==> config.mk <==
export PLATFORM = sky130hd
export DESIGN_NAME = apb_slave_regfile
export DESIGN_NICKNAME = d
export VERILOG_FILES = /design/src/rtl/apb_slave_regfile.sv
export SDC_FILE = /design/constraint.sdc
export NUM_CORES = 1
export LEC_CHECK = 0
export CORE_ASPECT_RATIO = 1.1
export CORE_UTILIZATION = 45
export CTS_BUF_LIST = sky130_fd_sc_hd__clkbuf_4 sky130_fd_sc_hd__clkbuf_8 sky130_fd_sc_hd__clkbuf_16
export CTS_CLUSTER_DIAMETER = 50
export DETAILED_ROUTE_END_ITERATION = 12
export GPL_ROUTABILITY_DRIVEN = 0
export GPL_TIMING_DRIVEN = 0
export PLACE_DENSITY = 0.66
export SYNTH_ARGS = -nofsm -noshare
export SYNTH_HDL_FRONTEND = slang
export SYNTH_SLANG_ARGS = --single-unit
==> constraint.sdc <==
create_clock -name pclk -period 2.8 [get_ports pclk]
set_input_delay 0.28 -clock pclk [delete_from_list [all_inputs] [get_ports pclk]]
set_output_delay 0.28 -clock pclk [all_outputs]
set_load 0.1 [all_outputs]
==> src/rtl/apb_slave_regfile.sv <==
// APB slave with a read-only ID register at index 0, read/write registers above it,
// and a programmable number of wait states before each transfer completes.
module apb_slave_regfile #(
  parameter int                    ADDR_WIDTH  = 32,
  parameter int                    DATA_WIDTH  = 32,
  parameter int                    NUM_REGS    = 16,
  parameter int                    WAIT_STATES = 1,
  parameter logic [DATA_WIDTH-1:0] ID_VALUE    = 32'hA9B0_0001
) (
  input  logic                  pclk,
  input  logic                  preset,
  input  logic [ADDR_WIDTH-1:0] paddr,
  input  logic                  psel,
  input  logic                  penable,
  input  logic                  pwrite,
  input  logic [DATA_WIDTH-1:0] pwdata,
  output logic                  pready,
  output logic [DATA_WIDTH-1:0] prdata,
  output logic                  pslverr
);

  localparam int IDX_W = ADDR_WIDTH - 2;
  localparam int REG_W = (NUM_REGS > 1) ? $clog2(NUM_REGS) : 1;

  typedef enum logic {IDLE, ACCESS} state_t;

  state_t                  state_q, state_d;
  logic [3:0]              cnt_q, cnt_d;
  logic [ADDR_WIDTH-1:0]   addr_q, addr_d;
  logic                    write_q, write_d;
  logic [DATA_WIDTH-1:0]   wdata_q, wdata_d;
  logic [DATA_WIDTH-1:0]   regs_q [NUM_REGS];
  logic [DATA_WIDTH-1:0]   regs_d [NUM_REGS];

  logic [IDX_W-1:0]        idx;
  logic [REG_W-1:0]        reg_sel;
  logic                    err;
  logic [DATA_WIDTH-1:0]   rdata;

  // Decode works only on the setup-phase snapshot, never on the live bus.
  assign idx     = addr_q[ADDR_WIDTH-1:2];
  assign reg_sel = idx[REG_W-1:0];
  assign err     = (addr_q[1:0] != 2'b00) ||
                   (idx >= IDX_W'(NUM_REGS)) ||
                   (write_q && (idx == '0));
  assign rdata   = (idx == '0) ? ID_VALUE : regs_q[reg_sel];

  // Reset gating keeps a transfer that would complete in the reset cycle invisible.
  assign pready  = !preset && (state_q == ACCESS) && psel && penable && (cnt_q == 4'd0);
  assign pslverr = pready && err;
  assign prdata  = (pready && !err && !write_q) ? rdata : '0;

  always_comb begin
    // NOTE: every _d gets a default first so no path through the block infers a latch.
    state_d = state_q;
    cnt_d   = cnt_q;
    addr_d  = addr_q;
    write_d = write_q;
    wdata_d = wdata_q;
    regs_d  = regs_q;

    unique case (state_q)
      IDLE: begin
        if (psel && !penable) begin
          addr_d  = paddr;
          write_d = pwrite;
          wdata_d = pwdata;
          cnt_d   = 4'(WAIT_STATES);
          state_d = ACCESS;
        end
      end
      ACCESS: begin
        if (!psel) begin
          state_d = IDLE;
        end else if (penable) begin
          if (cnt_q != 4'd0) begin
            cnt_d = cnt_q - 4'd1;
          end else begin
            state_d = IDLE;
            if (write_q && !err) regs_d[reg_sel] = wdata_q;
          end
        end
      end
      default: state_d = IDLE;
    endcase
  end

  always_ff @(posedge pclk) begin
    // NOTE: state uses non-blocking assignments so every flop samples pre-edge values.
    if (preset) begin
      state_q <= IDLE;
      cnt_q   <= '0;
      addr_q  <= '0;
      write_q <= 1'b0;
      wdata_q <= '0;
      // NOTE: the register array is reset because software relies on it reading zero.
      for (int i = 0; i < NUM_REGS; i++) regs_q[i] <= '0;
    end else begin
      state_q <= state_d;
      cnt_q   <= cnt_d;
      addr_q  <= addr_d;
      write_q <= write_d;
      wdata_q <= wdata_d;
      regs_q  <= regs_d;
    end
  end

endmodule

Word-level counts from Yosys, hierarchy flattened. Index checks and enable logic that the tools add are counted.

$mul: 0. $lt $le $gt $ge: 3. Bitwise gates (word level): 3. Add/sub/neg operators: 1. Shifts and indexed selects: 0. Muxes and demuxes: 18. Equality and inequality tests: 4. Reduce and logical (&&, ||, !) cells: 24. Div/mod/pow operators: 0.

Operators with widths (number): bitwise mux 512 bit (1); 2-to-1 mux 32 bit (5); binary-select mux 32 bit (select 4 bit) (1); demux 32 bit (select 4 bit) (1); >= comparator 30 x 5 -> 1 bit, second input constant (1); zero test 30 bit (1); 2-to-1 mux 4 bit (4); logical AND 1 bit (11); one-hot mux 4 bit (2 select lines) (1); inequality test 2 bit, second input constant (3); >= comparator 5 bit, second input constant (1); < comparator 5 x 1 -> 1 bit, second input constant (1); inverter 4 -> 5 bit (1); AND reduction 5 bit (1); zero test 1 bit (4); zero test 4 bit (1); 2-to-1 mux 1 bit (4); AND reduction 4 bit (1); nonzero test 4 bit (1); subtractor 4 x 1 -> 4 bit, second input constant (1); logical OR 1 bit (2); inequality test 2 x 1 -> 1 bit, second input constant (1); inverter 1 bit (2); one-hot mux 1 bit (2 select lines) (1); other kinds (2) (2).

Bits in read-only memories: 0. Bits in writable memories: 0. Word-level logic and storage cells: 74. Latch bits: 0. Register bits after elaboration: 582. Memories: 0. Output and inout bits: 34.

Longest topological paths before layout. Gate-level depths: netlist (run 1).

Depth in word-level cells: 8. Mapped depth: 9.

Worst setup path before layout (run 1). No wires, ideal clock.

Kind: reg2out. From: reg addr_q[2]. To: out pslverr. Data required time: 2.520 ns. Data arrival time: 3.461 ns. Buffers on the path: 2. Stages on the path, launching flop included: 6. Setup slack: -0.941 ns. Cells stage by stage: dfxtp_1 > buf_2 > buf_2 > nor4_1 > nand2_1 > a311oi_1.

Longest elaborated chain between the ends: 4. Elaborated cells between the ends (all ways): 6.

Ends and longest elaborated chain: from (decl) (RTL line 29) `logic [ADDR_WIDTH-1:0] addr_q, addr_d;`; from (signal assigned) (RTL line 101) `addr_q <= addr_d;`; >= comparator 30 x 5 -> 1 bit or zero test 30 bit (tied branches) (RTL line 44, 45); logical OR 1 bit or logical AND 1 bit (tied branches) (RTL line 43, 45); logical OR 1 bit * (RTL line 44) `(idx >= IDX_W'(NUM_REGS)) ||`; logical AND 1 bit * (RTL line 50) `assign pslverr = pready && err;`; to (decl) (RTL line 19) `output logic pslverr`.

Every way passes the cells marked *; elsewhere a longest branch is shown, timed or not.

Final worst setup path (run 1).
From: reg addr_q[2]. To: out prdata[28].

Longest elaborated chain between the ends: 7. Elaborated cells between the ends (all ways): 14.

Ends and longest elaborated chain: >= comparator 30 x 5 -> 1 bit or zero test 30 bit (tied branches) (RTL line 44, 45, 46); logical OR 1 bit or logical AND 1 bit (tied branches) (RTL line 43, 45); logical OR 1 bit (RTL line 44); zero test 1 bit (RTL line 51) `assign prdata = (pready && !err && !write_q) ? rdata : '0;`; logical AND 1 bit (2 in series) (RTL line 51); 2-to-1 mux 32 bit * (RTL line 51); to (decl) (RTL line 18) `output logic [DATA_WIDTH-1:0] prdata,`.

Every way passes the cells marked *; elsewhere a longest branch is shown, timed or not. The select of a mux whose other input is x is not followed.

==> results.json, run 1 <==
{
  "drv_cap": 0,
  "switching_share": 0.239,
  "layout-drive-gt1-share": 0.199,
  "htree_levels": 3,
  "slowest_stage": "mux4_2",
  "antenna_found_initial": 2,
  "fp.dieW_um": 227,
  "numCtsBuffers": 66,
  "path_class": "reg -> out",
  "power_density_nw_per_um2": 599,
  "crit_chain": "buf_12 > buf_16 > buf_12 > mux4_2 > mux4_2 > nor2b_4 > buf_12",
  "routed_wl_mm": 83.6,
  "fin_worst_hold_slack_ns": 0.223,
  "synth_area_leaders": "dfxtp_1, mux2i_1, mux4_2, nand2_1, nor2_1",
  "avgSynthCellArea_um2": 10.3,
  "core.rowCount": 90,
  "arrival_ns": 2.78,
  "grt_start_max_net_pins": 16,
  "fin_cells": 3408,
  "p_sw_uw": 4460,
  "dieHeight_um": 249,
  "ant_nets": 0,
  "holdCritPathClass": "in -> reg",
  "min_period_ns": 3.06,
  "critPathMaxFanout": 8,
  "yosys.area.top_type": "dfxtp_1",
  "die-area_um2": 56500,
  "synth_warnings": 0,
  "hold_viol_final": 0,
  "track_usage": 0.297,
  "grt_pass1_vias": 19997,
  "clkSlewWorstSetupHoldPaths_ns": 0.06,
  "p_leak_uw": 0.0131,
  "cts-hold-fix-buffers": 0,
  "synth-seq-cells": 582,
  "finClkSkew_ns": 0.0251,
  "ys_seq_area_frac": 0.466,
  "fmax_mhz": 327,
  "synth_cell_type_count": 42,
  "outcome": "complete, but fails checks",
  "worst_setup_path_start_kind": "flop",
  "synth_ff_type": "dfxtp_1",
  "pwr-share-seq": 0.450,
  "via_count": 19792,
  "clk-insertion-delay-late_ns": 0.61,
  "finalCritPeriodShare": 1.09,
  "synth_area_um2": 25000,
  "combPwrFrac": 0.065,
  "cpMostUsedCell": "buf_12",
  "synth_common_cells": "dfxtp_1, mux2i_1, nand2_1",
  "overflow": 0,
  "drt-vias-per-instance": 5.81,
  "async_flop_share": 0,
  "synth-edff-count": 0,
  "place_ws_ns": -2.14,
  "syn2layout_area_growth_pct": 24.7,
  "syn_nets": 2488,
  "final_util": 0.568,
  "coreArea_um2": 54800,
  "intPower_uw": 14200,
  "nets": 2692,
  "drv_slew": 0,
  "violations": "setup timing",
  "netlist.area_leader.share": 0.466,
  "cp_num_buf_inv": 4,
  "clock_power_share": 0.485,
  "rrSetupSlack_ns": 0.01,
  "clock-root-buffer": "clkbuf_16",
  "diodes": 0,
  "synth_cells": 2418,
  "avgRoutedWirePerCell_um": 24.5,
  "worst_slack_ns": -0.256,
  "initial_utilization": 0.455,
  "grt_pass1_wl_mm": 123,
  "max_slew_margin": 0.338,
  "drc": 0,
  "critPathTopFamily": "multiplexers",
  "dp_hpwl_mm": 56.0,
  "cp_slowest_stage_delay_ns": 0.50,
  "cts_tree": "built",
  "portBuffers": 102,
  "end_kind": "output pin",
  "required_ns": 2.52,
  "n_fill_cell": 4637,
  "synth_most_common_cell": "dfxtp_1",
  "rsz0062_at_grt": "yes",
  "clockBufferDepth": 3,
  "numClockSinks": 582,
  "setup_viol": 33,
  "dr.pass1.iters": 5,
  "worst_slew_pin_slew_ns": 0.993,
  "ios": 103,
  "drt_iter0_markers": 1801,
  "dp_cells": 3256,
  "ir_drop_mv": 0.481
}
-- state kept, by name (all words and copies together) (netlist names) --
register / flops
addr_q: 32
cnt_q: 4
wdata_q: 32
state_q: 1
write_q: 1
regs_q: 512
-- per-stage QoR --
step / instance area (µm²) / power, µW / setup TNS [ns]
after floorplan: 25000 / 9080 / -17.34
after global placement: 26900 / 9530 / -109.26
after detailed placement: 26900 / 9540 / -116.73
after CTS: 30700 / 18600 / -6.25
after global routing: 31100 / 19100 / -7.97
final: 31100 / 18600 / -5.96
-- cell usage in the layout, fill, tap and decap left out, types with 9 or more instances in the layout --
cell type | netlist | final
clkbuf_8 | 0 | 15
clkbuf_4 | 0 | 16
nor2b_1 | 58 | 34
nor2_1 | 294 | 294
clkdlybuf4s50_1 | 0 | 67
nor2b_4 | 0 | 24
a22oi_2 | 0 | 16
mux2i_1 | 384 | 384
nand2_1 | 328 | 326
clkinv_2 | 0 | 11
buf_4 | 6 | 31
buf_12 | 0 | 55
mux4_2 | 152 | 152
buf_2 | 83 | 49
nand2b_1 | 128 | 128
clkbuf_16 | 0 | 73
dfxtp_1 | 582 | 575
a21oi_1 | 163 | 163
buf_16 | 0 | 9
nor4_1 | 16 | 11
clkbuf_1 | 121 | 109
-- final cells by class --
class                           count  area (µm²)  area share
Clock inverter                     27         329      0.0106
Tap cell                          736         921      0.0296
Inverter                            6        22.5    0.000723
Sequential cell                   582       11700       0.375
Multi-Input combinational cell   1606       12900       0.413
Clock buffer                       91        1960      0.0628
Timing Repair Buffer              143        1900      0.0611
Buffer                            217        1490      0.0480
-- power groups by stage --
stage / logic [µW] / clock network, µW / registers [µW]
6_report: 1210 / 9050 / 8390
5_1_grt: 1260 / 9430 / 8390
4_1_cts: 1150 / 9100 / 8380
3_5_place_dp: 981 / 0 / 8560
3_3_place_gp: 970 / 0 / 8560
2_1_floorplan: 538 / 0 / 8540
-- worst paths after layout --
| kind | startpoint | to | cells past startpoint |
|---|---|---|---|
| min | pwdata[27] | wdata_q[27] | 3 |
| max reg2reg | cnt_q[1] | regs_q[35] | 10 |
| min reg2reg | regs_q[471] | regs_q[471] | 2 |
| max | addr_q[2] | prdata[28] | 7 |
-- kinds of logic (layout without fill, tap and decap cells) --
kind of cell | after synthesis | after routing | share of synthesized area
AOI/OAI and AO/OA | 193 | 193 | 0.0410
xor gates and xnor gates | 3 | 3 | 0.00105
adders and majority gates | 1 | 1 | 0.000501
buffers and inverters | 230 | 484 | 0.0405
DFF | 582 | 582 | 0.466
muxes | 536 | 536 | 0.291
and+or+nand+nor | 873 | 873 | 0.160
-- worst reg2reg max path, cell delays in order (launching register included) --
cell and delay, ns:
dfxtp_2 0.34, inv_2 0.08, ha_4 0.15, nand4bb_4 0.16, buf_4 0.20, buf_1 0.25
nor4_1 0.34, nand3_1 0.41, clkbuf_4 0.44, mux2i_1 0.22, nor2_1 0.05
-- per-layer routing --
| layer | vias up | track usage | wire length (µm) |
|---|---|---|---|
| li1 | 8736 | - | - |
| met1 | 9887 | 0.374 | 32800 |
| met2 | 905 | 0.474 | 39100 |
| met3 | 262 | 0.0515 | 6580 |
| met4 | 2 | 0.175 | 5130 |
| met5 | - | 0.00174 | 13 |
-- timing repair --
action | in CTS | in global routing
cloned | 6 | 2
endpoints found under the setup margin | 34 | 293
gates resized for setup | 525 | 76
setup buffers | 20 | 14
pin swaps | 24 | 16
Note: power is estimated with default switching activity, not from simulation.
==> run 2: changes to the inputs <==
ABC_CLOCK_PERIOD_IN_PS = 2800   (was unset)
CTS_BUF_LIST = unset   (was sky130_fd_sc_hd__clkbuf_4 sky130_fd_sc_hd__clkbuf_8 sky130_fd_sc_hd__clkbuf_16)
MAX_ROUTING_LAYER = met4   (was unset)
==> run 2 against run 1 <==
Effect of this change: the flow still finishes with violations (setup timing); fmax shrank 0.21%; worst hold slack lost 0.0093 ns; register-to-register slack lost 0.05 ns; critical path depth is the same; combinational power is essentially flat; power shrank 0.51%; sequential cell count is the same; final cell count is essentially flat; clock skew is essentially flat; global-route usage grew 0.90 points; largest cell class unchanged; highest routed layer is now met4.
==> results.json, run 2 (synthesized netlist as in run 1, its figures left out) <==
{
  "total_power_uw": 18600,
  "dp_hpwl_mm": 56.0,
  "critPathMaxFanout": 8,
  "largest_register": "regs_q",
  "grt_pass1_vias": 19959,
  "overflow": 0,
  "layout_common_cells": "dfxtp_1, mux2i_1, nand2_1",
  "portBuffers": 102,
  "drv_cap": 0,
  "hold_viol_final": 0,
  "drv_slew": 0,
  "crit_chain": "buf_12 > buf_16 > buf_12 > mux4_2 > mux4_2 > nor2b_4 > buf_12",
  "die-area_um2": 56500,
  "reg.largest.list": "regs_q: 512 flops, addr_q: 32 flops, wdata_q: 32 flops",
  "final_util": 0.566,
  "slowest_stage": "mux4_2",
  "ios": 103,
  "p_leak_uw": 0.0130,
  "end_kind": "output pin",
  "n_fill_cell": 4673,
  "clockBufferDepth": 3,
  "clock-root-buffer": "clkbuf_16",
  "dieHeight_um": 249,
  "core.rowCount": 90,
  "critPathTopFamily": "multiplexers",
  "p_sw_uw": 4470,
  "grt_start_max_net_pins": 16,
  "finClkSkew_ns": 0.0248,
  "switching_share": 0.241,
  "cp_num_buf_inv": 4,
  "diodes": 0,
  "hold_start": "pwdata[27]",
  "routed_wl_mm": 83.6,
  "layout-drive-gt1-share": 0.194,
  "track_usage": 0.306,
  "ir_drop_mv": 0.509,
  "worst_slack_ns": -0.262,
  "path_class": "reg -> out",
  "cp_slowest_stage_delay_ns": 0.50,
  "numClockSinks": 582,
  "largest_reg_flops": 512,
  "cts_tree": "built",
  "dr.pass1.iters": 7,
  "cpMostUsedCell": "buf_12",
  "clk-insertion-delay-late_ns": 0.62,
  "holdCritPathClass": "in -> reg",
  "clock_power_share": 0.483,
  "setup_viol": 52,
  "rsz0062_at_grt": "yes",
  "arrival_ns": 2.78,
  "layout_commonest_cell": "dfxtp_1",
  "intPower_uw": 14100,
  "finalCritPeriodShare": 1.09,
  "worst_slew_pin_slew_ns": 1.01,
  "ant_nets": 0,
  "antenna_found_initial": 2,
  "drt-vias-per-instance": 5.82,
  "violations": "setup timing",
  "htree_levels": 3,
  "nets": 2689,
  "coreArea_um2": 54800,
  "clkSlewWorstSetupHoldPaths_ns": 0.06,
  "drc": 0,
  "syn2layout_area_growth_pct": 24.2,
  "drt_iter0_markers": 1881,
  "max_slew_margin": 0.328,
  "required_ns": 2.52,
  "fmax_mhz": 327,
  "crit_start": "addr_q[2]",
  "fp.dieW_um": 227,
  "timing.rr.start": "cnt_q[1]",
  "grt_pass1_wl_mm": 123,
  "pwr-share-seq": 0.452,
  "combPwrFrac": 0.065,
  "cts-hold-fix-buffers": 0,
  "numCtsBuffers": 66,
  "min_period_ns": 3.06,
  "power_density_nw_per_um2": 598,
  "via_count": 19801,
  "outcome": "complete, but fails checks",
  "initial_utilization": 0.455,
  "avgRoutedWirePerCell_um": 24.5,
  "worst_setup_path_start_kind": "flop"
}
## run 2: cell types whose count changed in the layout (fill, tap and decap cells not counted), sizes merged
cell    previous run  this run
buf              167       164
bufbuf             1         2
clkbuf           215       214
## run 2: layer usage
layer | up-vias | track usage | share of wire
li1 | 8730 | - | -
met1 | 9930 | 0.379 | 0.40
met2 | 905 | 0.474 | 0.47
met3 | 236 | 0.0480 | 0.071
met4 | 0 | 0.170 | 0.056
met5 | - | - | 0
## run 2: final timing paths
path	cells after the start	slack (ns)	endpoint
setup reg to reg	10	-0.04	regs_q[180]
setup / recovery	7	-0.26	prdata[28]
hold reg to reg	2	0.45	regs_q[471]
hold / removal	3	0.21	wdata_q[27]
## run 2: layout make-up
class	instances	area (µm²)	area share
plain buffers	216	1470	0.0474
flip-flops and latches	582	11700	0.376
clock buffers	91	1920	0.0618
multi-input cells	1606	12800	0.414
inverters	6	22.5	0.000726
repair buffers	141	1860	0.0600
clock inverters	27	329	0.0106
well taps	736	921	0.0297
## run 2: power by group through the flow
stage	Sequential [µW]	Clock [µW]	Combinational, µW
2_1_floorplan	8540	0	538
3_3_place_gp	8560	0	970
3_5_place_dp	8560	0	981
4_1_cts	8380	9000	1150
5_1_grt	8390	9330	1240
6_report	8390	8970	1200
## run 2: per-stage QoR
stage	cells	hold slack (ns)	setup slack, ns	TNS (ns)	cell area, µm²
finish	3405	0.214	-0.262	-6.50	31000
global route	3405	0.233	-0.291	-8.00	31000
CTS	3396	0.202	-0.257	-6.25	30700
detailed placement	3256	0.444	-2.14	-116.73	26900
global placement	3256	0.434	-2.09	-109.26	26900
floorplan	2418	0.392	-0.645	-17.34	25000
## run 2: what timing repair did
item / in CTS / in global routing
buffers inserted: 20 / 13
cloned: 6 / 1
gates resized for setup: 525 / 67
pin swaps: 24 / 21
setup endpoints to repair: 34 / 300
## run 2: worst min-delay path, stage by stage
cell             delay (ns)
clkdlybuf4s50_1        0.39
nand2_1                0.06
a21oi_1                0.05
==> run 3: changes to the inputs <==
RECOVER_POWER = 100   (was unset)
==> results of run 3 <==
Final layout, timing and power as in run 2 (identical DEF).
